$ cat config.mk
export PLATFORM = sky130hd
export DESIGN_NAME = ysyx_24090013_wbu
export DESIGN_NICKNAME = d
export VERILOG_FILES = /design/src/rtl/ysyx_24090013_pkg.sv /design/src/rtl/ysyx_24090013_load_align.sv /design/src/rtl/ysyx_24090013_wbu.sv
export SDC_FILE = /design/constraint.sdc
export NUM_CORES = 1
export LEC_CHECK = 0
export CORE_UTILIZATION = 33
export DETAILED_ROUTE_END_ITERATION = 10
export GPL_TIMING_DRIVEN = 0
export PLACE_DENSITY = 0.58
export SYNTH_ARGS = -nofsm -noshare
export SYNTH_HDL_FRONTEND = slang
export SYNTH_HIERARCHICAL = 1
export SYNTH_SLANG_ARGS = --single-unit
$ cat constraint.sdc
create_clock -name clk -period 3.5 [get_ports clk]
set_input_delay 0.35 -clock clk [delete_from_list [all_inputs] [get_ports clk]]
set_output_delay 0.35 -clock clk [all_outputs]
set_load 0.005 [all_outputs]
$ cat src/rtl/ysyx_24090013_pkg.sv
`default_nettype none
// +----------------------------------------------------------------------+
// | ysyx_24090013_pkg: shared constants and types for the write-back unit |
// | Rev 1.0                                                              |
// +----------------------------------------------------------------------+
package ysyx_24090013_pkg;

  localparam int XLEN_DEFAULT = 32;
  localparam int RA_W_DEFAULT = 5;

  localparam logic [2:0] LB  = 3'b000;
  localparam logic [2:0] LH  = 3'b001;
  localparam logic [2:0] LW  = 3'b010;
  localparam logic [2:0] LBU = 3'b100;
  localparam logic [2:0] LHU = 3'b101;

  typedef enum logic [1:0] {
    IDLE     = 2'd0,
    WAIT_MEM = 2'd1,
    WRITE    = 2'd2
  } wbu_state_e;

  function automatic logic is_misaligned(input logic [2:0] funct3, input logic [1:0] off);
    return (((funct3 == LH) || (funct3 == LHU)) && off[0]) || ((funct3 == LW) && (off != 2'b00));
  endfunction

endpackage
`default_nettype wire

$ cat src/rtl/ysyx_24090013_load_align.sv
`default_nettype none
// +----------------------------------------------------------------------+
// | ysyx_24090013_load_align: selects and extends load data from a word  |
// | Rev 1.0                                                              |
// +----------------------------------------------------------------------+
module ysyx_24090013_load_align
  import ysyx_24090013_pkg::*;
#(
  parameter int XLEN = XLEN_DEFAULT
) (
  input  logic [2:0]      funct3_i,
  input  logic [1:0]      offset_i,
  input  logic [XLEN-1:0] rdata_i,
  output logic [XLEN-1:0] wdata_o
);

  logic [7:0]  byte_sel;
  logic [15:0] half_sel;

  assign byte_sel = rdata_i[{offset_i, 3'b000} +: 8];
  assign half_sel = offset_i[1] ? rdata_i[31:16] : rdata_i[15:0];

  always_comb begin
    wdata_o = '0;
    case (funct3_i)
      LB:      wdata_o = {{(XLEN-8){byte_sel[7]}}, byte_sel};
      LBU:     wdata_o = {{(XLEN-8){1'b0}}, byte_sel};
      LH:      wdata_o = {{(XLEN-16){half_sel[15]}}, half_sel};
      LHU:     wdata_o = {{(XLEN-16){1'b0}}, half_sel};
      LW:      wdata_o = rdata_i;
      default: wdata_o = '0;
    endcase
  end

endmodule
`default_nettype wire

$ cat src/rtl/ysyx_24090013_wbu.sv
`default_nettype none
// +----------------------------------------------------------------------+
// | ysyx_24090013_wbu: write-back unit driving the register-file port.    |
// | Optional: YSYX_24090013_WBU_MISALIGN_CHECK_EN adds misalign_err.      |
// | Rev 1.0                                                              |
// +----------------------------------------------------------------------+
module ysyx_24090013_wbu
  import ysyx_24090013_pkg::*;
#(
  parameter int XLEN = XLEN_DEFAULT,
  parameter int RA_W = RA_W_DEFAULT
) (
  input  logic            clk,
  input  logic            rst,
  input  logic            in_valid,
  output logic            in_ready,
  input  logic [RA_W-1:0] in_rd,
  input  logic            in_rd_wen,
  input  logic [XLEN-1:0] in_result,
  input  logic            in_is_load,
  input  logic [2:0]      in_funct3,
  input  logic            mem_rvalid,
  output logic            mem_rready,
  input  logic [XLEN-1:0] mem_rdata,
  output logic            rf_wen,
  output logic [RA_W-1:0] rf_waddr,
  output logic [XLEN-1:0] rf_wdata,
`ifdef YSYX_24090013_WBU_MISALIGN_CHECK_EN
  output logic            misalign_err,
`endif
  output logic            retire
);

  wbu_state_e      state_q;
  logic [RA_W-1:0] rd_q;
  logic            rd_wen_q;
  logic [2:0]      funct3_q;
  logic [1:0]      off_q;
  logic            rf_wen_q;
  logic [RA_W-1:0] rf_waddr_q;
  logic [XLEN-1:0] rf_wdata_q;
  logic            retire_q;
  logic [XLEN-1:0] load_data;
  logic            load_wen;

  ysyx_24090013_load_align #(.XLEN(XLEN)) u_align (
    .funct3_i (funct3_q),
    .offset_i (off_q),
    .rdata_i  (mem_rdata),
    .wdata_o  (load_data)
  );

  assign in_ready   = (state_q == IDLE);
  assign mem_rready = (state_q == WAIT_MEM);

`ifdef YSYX_24090013_WBU_MISALIGN_CHECK_EN
  logic mis_q;
  logic misalign_err_q;
  assign load_wen     = rd_wen_q && (rd_q != '0) && !mis_q;
  assign misalign_err = misalign_err_q;

  always_ff @(posedge clk or posedge rst) begin
    if (rst) begin
      mis_q          <= 1'b0;
      misalign_err_q <= 1'b0;
    end else begin
      misalign_err_q <= 1'b0;
      if (state_q == IDLE && in_valid) begin
        mis_q <= in_is_load && is_misaligned(in_funct3, in_result[1:0]);
      end else if (state_q == WAIT_MEM && mem_rvalid) begin
        misalign_err_q <= mis_q;
      end
    end
  end
`else
  assign load_wen = rd_wen_q && (rd_q != '0);
`endif

  always_ff @(posedge clk or posedge rst) begin
    if (rst) begin
      state_q    <= IDLE;
      rd_q       <= '0;
      rd_wen_q   <= 1'b0;
      funct3_q   <= 3'b000;
      off_q      <= 2'b00;
      rf_wen_q   <= 1'b0;
      rf_waddr_q <= '0;
      rf_wdata_q <= '0;
      retire_q   <= 1'b0;
    end else begin
      // Write enable and retire are single-cycle pulses owned by WRITE.
      rf_wen_q <= 1'b0;
      retire_q <= 1'b0;
      case (state_q)
        IDLE: begin
          if (in_valid) begin
            rd_q     <= in_rd;
            rd_wen_q <= in_rd_wen;
            funct3_q <= in_funct3;
            off_q    <= in_result[1:0];
            if (in_is_load) begin
              state_q <= WAIT_MEM;
            end else begin
              state_q    <= WRITE;
              rf_wen_q   <= in_rd_wen && (in_rd != '0);
              rf_waddr_q <= in_rd;
              rf_wdata_q <= in_result;
              retire_q   <= 1'b1;
            end
          end
        end
        WAIT_MEM: begin
          if (mem_rvalid) begin
            state_q    <= WRITE;
            rf_wen_q   <= load_wen;
            rf_waddr_q <= rd_q;
            rf_wdata_q <= load_data;
            retire_q   <= 1'b1;
          end
        end
        WRITE:   state_q <= IDLE;
        default: state_q <= IDLE;
      endcase
    end
  end

  assign rf_wen   = rf_wen_q;
  assign rf_waddr = rf_waddr_q;
  assign rf_wdata = rf_wdata_q;
  assign retire   = retire_q;

endmodule
`default_nettype wire
==> reports/metrics.cfg <==
[run_status]
outcome=complete, no violations

[clock_network]
clock-sinks=52
cts_hold_buf=0
cts_tree=yes
cts_setup_buffers=0
cts.clk_slew.worst_paths_ps=100
root_buffer=clkbuf_8
insertion_delay_ps=300
ctsResizeCount=0
cts_buffers=5
clockBufferDepth=2
htreeDepth=2

[detailed_routing]
finalWirelength_um=9730
vias=2673
drtIter0Drc=67
firstDrtPassIters=4
wl_per_cell_um=18.4
detail-route-antenna-nets=0
viasPerCell=5.04
drcViolationCount=0

[timing]
fin_crit_sh=0.640
hold_viol_final=0
fmax_mhz=447
fin_worst_skew_ps=4.69
period_needed_ps=2240
setup_tns_ps=0
layout_setup_ws_ps=1260
setup_viol=0
hold_ws_ps=411
max-slew-margin-rel=0.586
tightestPinTransition_ps=619
maxSlewViolCount=0
rsz0062_at_grt=false

[cells_and_area]
drive_gt1_frac=0.317
final_nets=475
num_antenna_cells=0
area_delta_synth_final_pct=44.2
instances_no_fill=530

[synthesis]
yosysWarnings=6
syn-cell-area_um2=3300
synth_cell_types=35
ys_seq_area_frac=0.394
synth_fp_nets=349
avgSynthCellArea_um2=12.2
synthCells=271
synth-seq-cells=52

[placement]
place_congestion=0.837
dp_hpwl_um=7610
dpl_worst_slack_ps=955
io_buffers=118
placedCellCount=523

[worst_setup_path]
worstSetupStartpointType=input pin
worstPathRequired_ps=3700
cp_top_family=multiplexers
cp_cell_sequence=clkdlybuf4s50_1 > mux2_2 > a22oi_4 > buf_4 > o221ai_1 > mux2_2 > mux2_4
end_kind=flop
slowest_stage=clkdlybuf4s50_1
cpPeakStageDelay_ps=500
critPathKind=input pin to flop
path_buf_inv=2
critPathArrivalTime_ps=2440
cp_max_fo=10
cpMostUsedCell=mux2_2

[floorplanning]
core_region_area_um2=9730
top_level_ports=119
die_w_um=102
die_h_um=102
start_util=0.340
fp.dieArea_um2=10400
std_cell_rows=36

[power_and_ir_drop]
total_leakage_power_uw=0.00191
cellPowerDensity_nw_per_um2=630
peakVddDrop_v=0.000303

[grt]
grt_util_met2=0.334
antenna_found_initial=0
grtUsageMet1=0.266
grt_use_total=0.196
grt_pass1_vias=2858
grtUsageMet3=0.0280
grt_overflow=0
grt_pass1_wl_um=15500
grt_max_degree=29
busiest_layer=met2

[run]
maxCapViolCount=0

[min_path]
hold_path_class=input pin to asynchronous set/reset pin

==> final timing paths <==
check	startpoint	end	slack, ps	depth (start not counted)
min in group clk	rf_wdata[24]	rf_wdata[24]	520	1
worst max-delay path	mem_rdata[23]	rf_wdata[9]	1260	7
worst max register to register	off_q[0]	rf_wdata[9]	1340	6
max in group asynchronous	rst	rf_wdata[0]	2540	3
worst min register to register	rf_wdata[24]	rf_wdata[24]	520	1
worst min-delay path	rst	rf_waddr[4]	410	2
==> logic make-up after synthesis <==
kind of cell	Yosys count	synth area share
buf+inv	28	0.0504
simple gates	47	0.0772
mux	99	0.363
compound gates	45	0.115
flops	52	0.394
==> where the power goes <==
group | internal (µW) | switching [µW] | total [µW]
logic | 1020 | 595 | 1610
registers | 857 | 162 | 1020
clock network | 159 | 211 | 370
==> Yosys cell counts <==
library cell | n | share of area
mux2_2 | 72 | 0.25
dfrtp_1 | 52 | 0.39
mux2_4 | 19 | 0.086
nand3_1 | 17 | 0.026
o211ai_1 | 16 | 0.036
buf_2 | 10 | 0.015
nand2_1 | 8 | 0.0091
o221ai_1 | 7 | 0.019
mux2i_1 | 6 | 0.018
a221o_1 | 5 | 0.015
a22o_1 | 5 | 0.013
buf_4 | 5 | 0.011
buf_6 | 4 | 0.014
clkbuf_1 | 4 | 0.0045
inv_1 | 4 | 0.0045
nor3_1 | 4 | 0.0061
nor2_1 | 3 | 0.0034
o21ai_0 | 3 | 0.0045
a22oi_1 | 2 | 0.0045
a32o_1 | 2 | 0.0061
and2_1 | 2 | 0.0038
and2b_1 | 2 | 0.0045
mux4_2 | 2 | 0.014
nand2b_1 | 2 | 0.0038
nor2b_1 | 2 | 0.0038
nor3b_1 | 2 | 0.0045
o2111ai_1 | 2 | 0.0053
or4_1 | 2 | 0.0045
a21boi_2 | 1 | 0.0034
a21oi_1 | 1 | 0.0015
a22oi_4 | 1 | 0.0064
inv_2 | 1 | 0.0011
nand3b_1 | 1 | 0.0023
nor3b_2 | 1 | 0.0038
or2_2 | 1 | 0.0019
==> metrics by stage <==
stage	area [µm²]	total power (µW)	utilization
after floorplan	3300	1880	-
after global placement	4650	2620	0.478
after detailed placement	4670	2650	0.480
after CTS	4760	3030	0.490
after global routing	4760	3210	0.490
final	4760	3000	0.490
==> flip-flops by register name (all words and copies together) (netlist names), 2 cells and up <==
| signal | cells |
|---|---|
| state_q | 2 |
| off_q | 2 |
| rd_q | 5 |
| rf_waddr | 5 |
| funct3_q | 3 |
| rf_wdata | 32 |
==> metal layers <==
layer	up-vias	wire length, µm	part of all wire
met1	1314	4430	0.46
li1	1281	-	-
met5	-	0	0
met4	0	74	0.0076
met3	5	396	0.041
met2	73	4830	0.50
==> worst reg2reg max path, delay by kind of cell (launching register included) <==
| kind | cells | cell delay (ps) |
|---|---|---|
| muxes | 3 | 940 |
| AOI/OAI and AO/OA | 2 | 460 |
| DFF | 1 | 430 |
| buffers and inverters | 1 | 240 |
==> cells in the final DEF (no fill, tap or decap), types with 6 or more instances in the layout <==
cell and count:
buf_2 10, clkbuf_8 6, clkdlybuf4s50_1 118, dfrtp_1 52, mux2_2 72, mux2_4 19
mux2i_1 6, nand2_1 8, nand3_1 17, o211ai_1 16, o221ai_1 7
==> layout make-up <==
class | count | area (µm²)
fill | 918 | 4970
multi-input combinational | 191 | 1840
sequential | 52 | 1300
timing repair buffer | 119 | 1200
tap | 133 | 166
buffer | 23 | 148
clock buffer | 6 | 82.6
inverter | 5 | 18.8
clock inverter | 1 | 8.76
(Power assumes the default switching activity.)
